`config.mk`:
```
export PLATFORM = sky130hd
export DESIGN_NAME = vga_scan_driver
export DESIGN_NICKNAME = d
export VERILOG_FILES = /design/src/rtl/vga_timing_pkg.sv /design/src/rtl/vga_pix_div.sv /design/src/rtl/vga_scan_driver.sv
export SDC_FILE = /design/constraint.sdc
export NUM_CORES = 1
export LEC_CHECK = 0
export BUFFER_PORTS_ARGS = -buffer_cell sky130_fd_sc_hd__buf_2
export CORE_MARGIN = 10
export CORE_UTILIZATION = 48
export CTS_CLUSTER_DIAMETER = 200
export DETAILED_ROUTE_END_ITERATION = 6
export GPL_ROUTABILITY_DRIVEN = 0
export GPL_TIMING_DRIVEN = 1
export MAX_ROUTING_LAYER = met4
export PLACE_DENSITY = 0.81
export RECOVER_POWER = 50
export SETUP_SLACK_MARGIN = 0.1
export SYNTH_ARGS = -nofsm -noshare
export SYNTH_HDL_FRONTEND = slang
export SYNTH_SLANG_ARGS = --single-unit
export TNS_END_PERCENT = 1
```
`constraint.sdc`:
```
create_clock -name clk -period 3 [get_ports clk]
set_clock_uncertainty 0.1 [all_clocks]
set_input_delay 0.45 -clock clk [delete_from_list [all_inputs] [get_ports clk]]
set_output_delay 0.45 -clock clk [all_outputs]
set_load 0.005 [all_outputs]
```
`src/rtl/vga_timing_pkg.sv`:
```
// Default 640x480@60 VGA timing, derived sync windows, and pixel-interface sizes
// shared by the scan driver and its clock divider.
package vga_timing_pkg;

    localparam int CLK_DIV  = 4;

    localparam int H_ACTIVE = 640;
    localparam int H_FP     = 16;
    localparam int H_SYNC   = 96;
    localparam int H_BP     = 48;
    localparam int H_TOTAL  = H_ACTIVE + H_FP + H_SYNC + H_BP;

    localparam int V_ACTIVE = 480;
    localparam int V_FP     = 10;
    localparam int V_SYNC   = 2;
    localparam int V_BP     = 33;
    localparam int V_TOTAL  = V_ACTIVE + V_FP + V_SYNC + V_BP;

    // Inclusive sync windows in scan-counter units
    localparam int HS_START = H_ACTIVE + H_FP;
    localparam int HS_END   = HS_START + H_SYNC - 1;
    localparam int VS_START = V_ACTIVE + V_FP;
    localparam int VS_END   = VS_START + V_SYNC - 1;

    localparam int RGB_W    = 12;
    localparam int N_LAYERS = 3;
    localparam int CNT_W    = 10;

endpackage

```
`src/rtl/vga_pix_div.sv`:
```
// Pixel-rate divider: free-running 0..CLK_DIV-1 counter with a registered
// pix_tick that is high exactly in the clk where the counter sits at CLK_DIV-1.
module vga_pix_div #(
    parameter int CLK_DIV = vga_timing_pkg::CLK_DIV
) (
    input  logic clk,
    input  logic rst,
    output logic pix_tick
);

    localparam int DIV_W = $clog2(CLK_DIV);
    localparam logic [DIV_W-1:0] DIV_LAST = DIV_W'(CLK_DIV - 1);
    localparam logic [DIV_W-1:0] DIV_PRE  = DIV_W'(CLK_DIV - 2);

    logic [DIV_W-1:0] div_cnt_reg;

    // Wrapping divider; pix_tick is decoded one count early so it lines up with DIV_LAST
    always_ff @(posedge clk or posedge rst) begin
        if (rst) begin
            div_cnt_reg <= '0;
            pix_tick    <= 1'b0;
        end else begin
            div_cnt_reg <= (div_cnt_reg == DIV_LAST) ? '0 : div_cnt_reg + 1'b1;
            pix_tick    <= (div_cnt_reg == DIV_PRE);
        end
    end

endmodule

```
`src/rtl/vga_scan_driver.sv`:
```
// VGA raster generator: scan counters (x,y), per-frame tick, and a one-pixel
// output stage that composites up to three priority-ordered sprite layers over
// a background and drives hsync/vsync/RGB aligned with each other.
module vga_scan_driver
    import vga_timing_pkg::RGB_W, vga_timing_pkg::N_LAYERS, vga_timing_pkg::CNT_W;
#(
    parameter int CLK_DIV  = vga_timing_pkg::CLK_DIV,
    parameter int H_ACTIVE = vga_timing_pkg::H_ACTIVE,
    parameter int H_FP     = vga_timing_pkg::H_FP,
    parameter int H_SYNC   = vga_timing_pkg::H_SYNC,
    parameter int H_BP     = vga_timing_pkg::H_BP,
    parameter int V_ACTIVE = vga_timing_pkg::V_ACTIVE,
    parameter int V_FP     = vga_timing_pkg::V_FP,
    parameter int V_SYNC   = vga_timing_pkg::V_SYNC,
    parameter int V_BP     = vga_timing_pkg::V_BP,
    parameter logic [RGB_W-1:0] BG_RGB = 12'h000
) (
    input  logic                      clk,
    input  logic                      rst,
    input  logic [N_LAYERS-1:0]       layer_en,
    input  logic [N_LAYERS*RGB_W-1:0] layer_rgb,
    output logic [CNT_W-1:0]          x,
    output logic [CNT_W-1:0]          y,
    output logic                      pix_tick,
    output logic                      frame_tick,
    output logic                      hsync,
    output logic                      vsync,
    output logic [RGB_W-1:0]          vga_rgb
);

    localparam int H_TOTAL = H_ACTIVE + H_FP + H_SYNC + H_BP;
    localparam int V_TOTAL = V_ACTIVE + V_FP + V_SYNC + V_BP;

    localparam logic [CNT_W-1:0] X_LAST     = CNT_W'(H_TOTAL - 1);
    localparam logic [CNT_W-1:0] Y_LAST     = CNT_W'(V_TOTAL - 1);
    localparam logic [CNT_W-1:0] H_ACTIVE_C = CNT_W'(H_ACTIVE);
    localparam logic [CNT_W-1:0] V_ACTIVE_C = CNT_W'(V_ACTIVE);
    localparam logic [CNT_W-1:0] HS_START_C = CNT_W'(H_ACTIVE + H_FP);
    localparam logic [CNT_W-1:0] HS_END_C   = CNT_W'(H_ACTIVE + H_FP + H_SYNC - 1);
    localparam logic [CNT_W-1:0] VS_START_C = CNT_W'(V_ACTIVE + V_FP);
    localparam logic [CNT_W-1:0] VS_END_C   = CNT_W'(V_ACTIVE + V_FP + V_SYNC - 1);

    logic [CNT_W-1:0] x_reg, y_reg;
    logic             x_last, y_last;
    logic [RGB_W-1:0] layer_col [N_LAYERS];
    logic [RGB_W-1:0] rgb_reg, rgb_next;
    logic             hsync_reg, hsync_next;
    logic             vsync_reg, vsync_next;
    logic             active;

    vga_pix_div #(
        .CLK_DIV (CLK_DIV)
    ) u_pix_div (
        .clk      (clk),
        .rst      (rst),
        .pix_tick (pix_tick)
    );

    assign x_last = (x_reg == X_LAST);
    assign y_last = (y_reg == Y_LAST);

    // The frame tick coincides with the pix_tick that wraps the scan back to (0,0)
    assign frame_tick = pix_tick & x_last & y_last;

    // Split the packed layer colour bus into one word per layer
    generate
        for (genvar gi = 0; gi < N_LAYERS; gi++) begin : g_layer
            assign layer_col[gi] = layer_rgb[gi*RGB_W +: RGB_W];
        end
    endgenerate

    // Raster counters: x runs along the line, y steps once per line wrap
    always_ff @(posedge clk or posedge rst) begin
        if (rst) begin
            x_reg <= '0;
            y_reg <= '0;
        end else if (pix_tick) begin
            if (x_last) begin
                x_reg <= '0;
                y_reg <= y_last ? '0 : y_reg + 1'b1;
            end else begin
                x_reg <= x_reg + 1'b1;
            end
        end
    end

    // Pixel decode for the current position: priority mux, blanking and sync windows
    always_comb begin
        rgb_next   = BG_RGB;
        active     = (x_reg < H_ACTIVE_C) && (y_reg < V_ACTIVE_C);
        // Walk from lowest priority upward so the lowest enabled index overrides
        for (int i = N_LAYERS - 1; i >= 0; i--) begin
            if (layer_en[i]) begin
                rgb_next = layer_col[i];
            end
        end
        if (!active) begin
            rgb_next = '0;
        end
        hsync_next = !((x_reg >= HS_START_C) && (x_reg <= HS_END_C));
        vsync_next = !((y_reg >= VS_START_C) && (y_reg <= VS_END_C));
    end

    // Pin register: colour and both syncs share one pixel of delay to stay aligned
    always_ff @(posedge clk or posedge rst) begin
        if (rst) begin
            rgb_reg   <= '0;
            hsync_reg <= 1'b1;
            vsync_reg <= 1'b1;
        end else if (pix_tick) begin
            rgb_reg   <= rgb_next;
            hsync_reg <= hsync_next;
            vsync_reg <= vsync_next;
        end
    end

    assign x       = x_reg;
    assign y       = y_reg;
    assign vga_rgb = rgb_reg;
    assign hsync   = hsync_reg;
    assign vsync   = vsync_reg;

endmodule
```
Word level (Yosys, flattened, before mapping):

Cells that the tools add are included.

* register bits: 37
* bits in latches: 0
* RAM bits: 0
* memory bits (read-only): 0
* logic and storage cells: 35
* memories kept: 0

* add/sub/neg operators: 3
* multipliers: 0
* divide/modulo/power cells: 0
* order comparisons: 6
* equal/unequal tests: 4
* shift operators: 0
* muxes and demuxes: 7
* bitwise gates (word level): 2
* reductions and logical operators: 6

Operators with widths (number)
* 12-bit 2-to-1 mux: 4
* 10-bit by 1-bit adder with 10-bit output, second input constant: 2
* 10-bit == test, second input constant: 2
* 10-bit 2-to-1 mux: 2
* 10-bit >= comparator, second input constant: 1
* 10-bit by 9-bit >= comparator with 1-bit output, second input constant: 1
* 10-bit <= comparator, second input constant: 1
* 10-bit by 9-bit <= comparator with 1-bit output, second input constant: 1
* 10-bit less-than comparator, second input constant: 1
* 10-bit by 9-bit less-than comparator with 1-bit output, second input constant: 1
* 2-bit == test, second input constant: 2
* 1-bit logical AND: 3
* 2-bit by 1-bit adder with 2-bit output, second input constant: 1
* 1-bit AND: 2
* 1-bit logical NOT: 2
* 2-bit 2-to-1 mux: 1
* 2-bit AND reduction: 1

Logic depth before layout (Yosys ltp):

Gate-level depths: netlist (run 1).

* word-level depth: 4
* depth in mapped cells: 6
* depth with buffers taken out: 6

Cells and area by module:

Synthesis (run 1) repeated with hierarchy kept, for this count alone.

* cell total of the unflattened synthesis: 195
* area total of the unflattened synthesis: 1908.1 µm²

Modules (own cells, without submodules)
* vga_scan_driver: times used 1, cells each 186, area each 1793.0 µm², sequential area each 853.3 µm²
* vga_pix_div: times used 1, cells each 9, area each 115.1 µm², sequential area each 75.1 µm²

Worst setup path before layout (run 1):

OpenSTA, ideal clock, no wires.

* path kind: register to register
* start point: register x_reg[5], in the netlist x[5]
* end point: register y_reg[9], in the netlist y[9]
* data arrival time: 2178 ps
* data required time: 2823 ps
* slack: 645 ps
* cell stages (with the launch flop): 7
* path buffers: 2
* cell sequence: dfrtp_1 > or4b_1 > buf_2 > or3_1 > buf_2 > or4_1 > a21oi_1

* cells in the longest elaborated chain, start to end: 2

Ends and longest elaborated chain
* start, declared: line vga_scan_driver.sv:43 `logic [CNT_W-1:0] x_reg, y_reg;`
* start signal, assigned: line vga_scan_driver.sv:82 `x_reg <= x_reg + 1'b1;`
* 10-bit == test: line vga_scan_driver.sv:59 `assign x_last = (x_reg == X_LAST);`
* 2-bit AND reduction (no source line)
* end signal, assigned: line vga_scan_driver.sv:80 `y_reg <= y_last ? '0 : y_reg + 1'b1;`
* end, declared: line vga_scan_driver.sv:43

Every way passes these cells.
A chain may end at the register's enable or synchronous reset.

Worst setup path in the final report (run 1):

* start point: register x_reg[5], in the netlist x[5]
* end point: output port frame_tick

* cells in the longest elaborated chain, start to end: 3

Ends and longest elaborated chain
* 10-bit == test: line vga_scan_driver.sv:59
* 1-bit AND (2 in series): line vga_scan_driver.sv:63 `assign frame_tick = pix_tick & x_last & y_last;`
* end, declared: line vga_scan_driver.sv:25 `output logic frame_tick,`

Every way passes these cells.

==> summary.md, run 1 <==
| Metric | Value |
|---|---|
| Critical Path Start Type | `flip-flop` |
| Comb power frac | `0.084` |
| Die area | `around 0.0069 mm2` |
| Hpwl dp | `4010 um` |
| Critical path type | `reg -> out` |
| H-Tree Depth | `2` |
| Metal3 WL | `about 410 um` |
| CP Max Fanout | `7` |
| Vias in the first global route | `roughly 1,800` |
| Die Width | `slightly above 80 um` |
| Initial antenna violation count | `0` |
| Synth top area share | `0.463` |
| Int Power | `0.828 mW` |
| Post-synthesis async set-or-reset flop share | `1.00` |
| Core Util, Final | `0.644` |
| Core Box Area | `~0.0037 mm2` |
| RSZ-0062 raised after global routing | `false` |
| Inserted Clock Buffers | `5` |
| Worst-path clk slew | `0.08 ns` |
| First-pass GRT wire length | `slightly above 8000 um` |
| Worst min path class | `in -> async` |
| I/O Pins | `between 70 and 80` |
| Synthesized cell area | `0.00189 mm2` |
| Most common cell after layout, fill and taps aside | `buf_2` |
| Worst slew margin | `0.468` |
| Crit path cell chain | `or4b_1 -> or3_1 -> nor2_1 -> buf_2` |
| Critical path's largest stage delay | `0.67 ns` |
| Vias post-DR | `1,717` |
| # nets final | `between 300 and 400` |
| Global-route usage over all layers | `0.158` |
| DR WL/cell | `between 15 and 20 um` |
| Synthesis-to-finish area growth | `27.4%` |
| Cells after Synth | `slightly below 200` |
| Flops & latches, synth | `37` |
| Cts hold-fix bufs | `0` |
| DRC errors left | `0` |
| CTS sink cnt | `37` |
| Hold violation count in the final report | `0` |
| # setup viols final | `0` |
| Fillers | `roughly 320` |
| Fin. max-slew vios | `0` |
| Placed Area | `around 0.0023 mm2` |
| CP required | `between 2 and 2.5 ns` |
| Worst path slowest cell | `or4b_1` |
| Largest net degree at the start of global routing | `25` |
| Primary FF master, synth | `dfrtp_1` |
| Synth warn | `0` |
| Height of the die | `82.8 um` |
| 1st-iter DRT viols | `126` |
| Root Buffer | `clkbuf_8` |
| Row count | `22` |
| M1 wire length | `2350 um` |
| TritonCTS clock tree | `done` |
| Area contributors post-synth | `dfrtp_1 46%, a22o_1 5.6%, o21ai_0 4.5%` |
| Number of synthesized flops with an enable pin | `0` |
| Layout cells sized above 1 | `0.279` |
| Post-CTS sizing | `0` |
| Post-CTS setup buffers | `0` |
| Sw Ratio | `0.215` |
| Net Count, Synth | `about 240` |
| Final Cell Area | `roughly 0.0024 mm2` |
| Slew @ Worst Pin | `roughly 0.80 ns` |
| Final min period | `about 2.7 ns` |
| Final worst-path cycle share | `0.905` |
| First-pass detailed-route iteration total | `4` |
| Remaining Overflow, GRT | `0` |
| Max Freq | `368 MHz` |
| Clock network fraction of total power | `0.423` |
| Drt total wl | `between 5000 and 6000 um` |
| Met2 wire len | `approximately 2200 um` |
| Initial Util | `0.505` |
| Leading area contributor after synthesis | `dfrtp_1` |
| Leakage | `1.18 nW` |
| Synth unique cells | `35` |
| PD cells | `roughly 440 mW/mm2` |
| Number of max-cap violations | `0` |
| Commonest non-fill, non-tap cells in the layout | `63 x buf_2, 35 x dfrtp_1, 20 x nand2_1` |
| Avg Vias per Cell | `~5.4` |
| NetSw | `0.227 mW` |
| Reg2Reg Depth | `4` |
| Uppermost layer routed | `met4` |
| Status | `completed` |
| Synthesized area per cell | `between 9 and 10 um2` |
| Max reg flops | `12` |
| Port bufs | `76` |
| WP data arrival | `between 2 and 2.5 ns` |
| Worst Setup End Kind | `output port` |
| Peak supply drop | `0.278 mV` |
| Clock Latency Late Sink | `just under 0.3 ns` |
| Setup TNS | `0 ns` |
| Register area share after synthesis | `0.491` |
| Antenna-violating nets left | `0` |
| Antenna diodes | `0` |
| Seq pwr share | `0.493` |
| CTS Buffer Depth | `2` |
## cells in the mapped netlist (3+ instances only)
cell and number:
clkbuf_1 8, a21oi_1 5, nor4_1 4, nor3_1 5
dfrtp_1 35, a22oi_1 11, nand2_1 20, o21ai_0 17
nor2_1 12, ha_1 6, nand4_1 3, nand3_1 10
xor2_1 4, inv_1 9, a22o_1 12, xnor2_1 9
## logic make-up (layout without fill, tap and decap cells)
family | Yosys count | in the layout | share of synthesized area
mux | 1 | 1 | 0.00529
buf+inv | 19 | 96 | 0.0390
compound gates | 49 | 49 | 0.173
simple gates | 70 | 70 | 0.192
xor+xnor | 13 | 13 | 0.0602
flops | 37 | 37 | 0.491
fa+ha+maj | 6 | 6 | 0.0397
## worst paths after layout
| check | end | startpoint | slack, ns |
|---|---|---|---|
| max reg2reg | y[9] | x[5] | 0.57 |
| min in group clk | u_pix_div.div_cnt_reg[0] | u_pix_div.div_cnt_reg[0] | 0.36 |
| min | y[7] | rst | 0.09 |
| max | frame_tick | x[5] | 0.29 |
| min reg2reg | u_pix_div.div_cnt_reg[0] | u_pix_div.div_cnt_reg[0] | 0.36 |
| max in group asynchronous | x[8] | rst | 1.61 |
## metrics by stage
| step | instances | total power, mW | hold slack, ns | worst slack, ns |
|---|---|---|---|---|
| after global routing | 320 | 1.09 | 0.131 | 0.126 |
| after floorplan | 195 | 0.572 | 0.328 | 0.645 |
| final | 320 | 1.05 | 0.0887 | 0.285 |
| after detailed placement | 312 | 0.624 | 0.352 | 0.590 |
| after global placement | 312 | 0.621 | 0.345 | 0.622 |
| after CTS | 320 | 1.07 | 0.104 | 0.272 |
## routing by layer
layer	track usage	up-vias
met5	-	-
met4	0.0502	0
met3	0.0485	5
met2	0.226	78
met1	0.209	780
li1	-	854
## critical path: cells and delay by family, from the launching register on
kind	cells	cell delay (ns)
buf+inv	1	0.14
flops	1	0.44
simple gates	3	1.31
## final cells by class
cell class	instances	area, um2	area share
Sequential cell	37	928	0.385
Multi-Input combinational cell	139	890	0.369
Timing Repair Buffer	79	379	0.157
Clock buffer	6	82.6	0.0343
Tap cell	48	60.1	0.0249
Clock inverter	2	37.5	0.0156
Inverter	9	33.8	0.0140
## power by group through the flow
| stage | clock network (mW) | logic [mW] | registers (mW) |
|---|---|---|---|
| after floorplan | 0 | 0.0428 | 0.530 |
| after global placement | 0 | 0.0926 | 0.528 |
| after detailed placement | 0 | 0.0955 | 0.528 |
| after CTS | 0.453 | 0.0948 | 0.520 |
| after global routing | 0.472 | 0.101 | 0.522 |
| final | 0.446 | 0.0884 | 0.520 |
Note: power is estimated with default switching activity, not from simulation.
==> run 2: changes to the inputs <==
--- a/config.mk
+++ b/config.mk
@@ -7,15 +7,16 @@
 export LEC_CHECK = 0
 export BUFFER_PORTS_ARGS = -buffer_cell sky130_fd_sc_hd__buf_2
 export CORE_MARGIN = 10
-export CORE_UTILIZATION = 48
+export CORE_UTILIZATION = 51
 export CTS_CLUSTER_DIAMETER = 200
 export DETAILED_ROUTE_END_ITERATION = 6
 export GPL_ROUTABILITY_DRIVEN = 0
 export GPL_TIMING_DRIVEN = 1
 export MAX_ROUTING_LAYER = met4
-export PLACE_DENSITY = 0.81
+export PLACE_DENSITY = 0.85
 export RECOVER_POWER = 50
 export SETUP_SLACK_MARGIN = 0.1
+export SKIP_CTS_REPAIR_TIMING = 1
 export SYNTH_ARGS = -nofsm -noshare
 export SYNTH_HDL_FRONTEND = slang
 export SYNTH_SLANG_ARGS = --single-unit
==> constraint.sdc (replaced) <==
create_clock -name clk -period 3.2 [get_ports clk]
set_clock_uncertainty 0.1 [all_clocks]
set_input_delay 0.48 -clock clk [delete_from_list [all_inputs] [get_ports clk]]
set_output_delay 0.48 -clock clk [all_outputs]
set_load 0.005 [all_outputs]
==> run 2 against run 1 <==
Count of clock-buffer cells in the layout rose by 1. Sequential share of layout area increased by 0.44 points. Design area is 1.1% lower. Setup slack lost 0.037 ns. Register-to-register slack better by 0.18 ns. Combinational power down 6.8%.
==> summary.md, run 2 (synthesis gave the netlist of run 1 again) <==
| Metric | Value |
|---|---|
| Critical path's largest stage delay | `0.67 ns (about the same)` |
| CP required | `2.62 ns (+0.17 ns)` |
| Leakage | `1.18 nW (-0.30%)` |
| H-Tree Depth | `2 (unchanged)` |
| Initial antenna violation count | `0 (unchanged)` |
| Antenna-violating nets left | `0 (unchanged)` |
| Die Width | `80.9 um (-2.3%)` |
| Remaining Overflow, GRT | `0 (unchanged)` |
| # nets final | `316 (-0.63%)` |
| Fin cells | `318 (-0.63%)` |
| Max reg flops | `12 (unchanged)` |
| I/O Pins | `77 (unchanged)` |
| Layout cells sized above 1 | `0.285 (+0.00577)` |
| First-pass detailed-route iteration total | `4 (unchanged)` |
| Drt total wl | `4810 um (-4.0%)` |
| Worst path slowest cell | `or4b_1` |
| Critical path type | `reg -> out` |
| Fillers | `329 (+2.2%)` |
| Core Box Area | `0.00363 mm2 (-2.9%)` |
| Placed Cells | `310 (-0.64%)` |
| Global-route usage over all layers | `0.166 (+0.00768)` |
| Peak supply drop | `0.208 mV (-25%)` |
| Max Freq | `339 MHz` |
| Tot Pwr | `0.919 mW (-13%)` |
| Die area | `0.00655 mm2 (-4.5%)` |
| Final min period | `between 2 and 3 ns` |
| Slew @ Worst Pin | `0.941 ns (+0.143 ns)` |
| Avg Vias per Cell | `5.39 (+0.51%)` |
| Row count | `22 (unchanged)` |
| DR WL/cell | `15.1 um (-3.4%)` |
| Most common cell after layout, fill and taps aside | `buf_2` |
| 1st-iter DRT viols | `89 (-29%)` |
| Multi-input gate area | `890 um2 (unchanged)` |
| Setup TNS | `0 ns (unchanged)` |
| Hpwl dp | `3850 um (-3.9%)` |
| Fin. max-slew vios | `0 (unchanged)` |
| Number of max-cap violations | `0 (unchanged)` |
| Height of the die | `80.9 um (-2.3%)` |
| TritonCTS clock tree | `done` |
| PD cells | `386 mW/mm2 (-12%)` |
| Clock Latency Late Sink | `0.29 ns (about the same)` |
| Worst slew margin | `0.373 (-0.0954)` |
| Status | `completed` |
| Inserted Clock Buffers | `5 (unchanged)` |
| Worst-path clk slew | `0.07 ns (about the same)` |
| Final worst-path cycle share | `0.922` |
| CP Max Fanout | `7 (unchanged)` |
| Largest net degree at the start of global routing | `25 (unchanged)` |
| RSZ-0062 raised after global routing | `false` |
| Storage cell area | `928 um2 (unchanged)` |
| First-pass GRT wire length | `8270 um (about the same)` |
| CTS Buffer Depth | `2 (unchanged)` |
| Antenna diodes | `0 (unchanged)` |
| Vias in the first global route | `1,847 (+3.5%)` |
| Vias post-DR | `1,715 (-0.12%)` |
| CTS sink cnt | `37 (unchanged)` |
| Critical Path Start Type | `flip-flop` |
| Port bufs | `76 (unchanged)` |
| Final Cell Area | `0.00238 mm2 (-1.1%)` |
| Crit path cell chain | `or4b_1 -> or3_1 -> nor2_1 -> buf_2` |
| # setup viols final | `0 (unchanged)` |
| Worst min path class | `in -> async` |
| Synthesis-to-finish area growth | `26.0%` |
| Placed Area | `0.00230 mm2 (-0.65%)` |
| Initial Util | `0.521 (+0.0153)` |
| Commonest non-fill, non-tap cells in the layout | `65 x buf_2, 35 x dfrtp_1, 20 x nand2_1` |
| Placement Setup Slack | `0.589 ns (-0.00103 ns)` |
| Worst Setup End Kind | `output port` |
| Root Buffer | `clkbuf_8` |
| DRC errors left | `0 (unchanged)` |
| Setup ws final | `0.248 ns (-0.0370 ns)` |
| WP data arrival | `2.37 ns (+0.21 ns)` |
| Hold violation count in the final report | `0 (unchanged)` |
## run 2: final timing paths
kind                                           from                       end  slack [ns]  cells after the start
min                                             rst                      x[9]        0.20                      2
max in group asynchronous                       rst                      x[1]        1.51                      3
min in group clk           u_pix_div.div_cnt_reg[0]  u_pix_div.div_cnt_reg[0]        0.37                      1
max reg2reg                                    x[5]                      y[9]        0.75                      4
min reg2reg                u_pix_div.div_cnt_reg[0]  u_pix_div.div_cnt_reg[0]        0.37                      1
max                                            x[5]                frame_tick        0.25                      4
## run 2: routing by layer
| layer | share of wire | up-vias | global-route usage |
|---|---|---|---|
| met4 | 0.025 | 0 | 0.0813 |
| met3 | 0.084 | 9 | 0.0530 |
| met1 | 0.45 | 773 | 0.193 |
| li1 | - | 846 | - |
| met5 | 0 | - | - |
| met2 | 0.45 | 87 | 0.254 |
## run 2: area by class of cell
type / count / share of cell area
inverters: 9 / 0.0142
clock buffers: 7 / 0.0404
well taps: 48 / 0.0252
clock inverters: 1 / 0.00210
multi-input cells: 139 / 0.373
flip-flops and latches: 37 / 0.390
repair buffers: 77 / 0.155
## run 2: power by group
group | internal (mW) | switching [mW] | total [mW]
Combinational | 0.0428 | 0.0397 | 0.0824
Clock | 0.194 | 0.155 | 0.349
Sequential | 0.480 | 0.00695 | 0.487
## run 2: worst max-delay path, delay by kind of cell, from the launching register on
kind | cells | cell delay [ns]
flip-flops | 1 | 0.44
AND/OR/NAND/NOR | 3 | 1.45
buffers and inverters | 1 | 0.18
## run 2: stage by stage
stage                     hold slack [ns]  utilization
after global placement              0.344        0.633
after detailed placement            0.365        0.633
after global routing                0.278        0.656
after CTS                           0.217        0.661
final                               0.195        0.656
after floorplan                     0.328            -
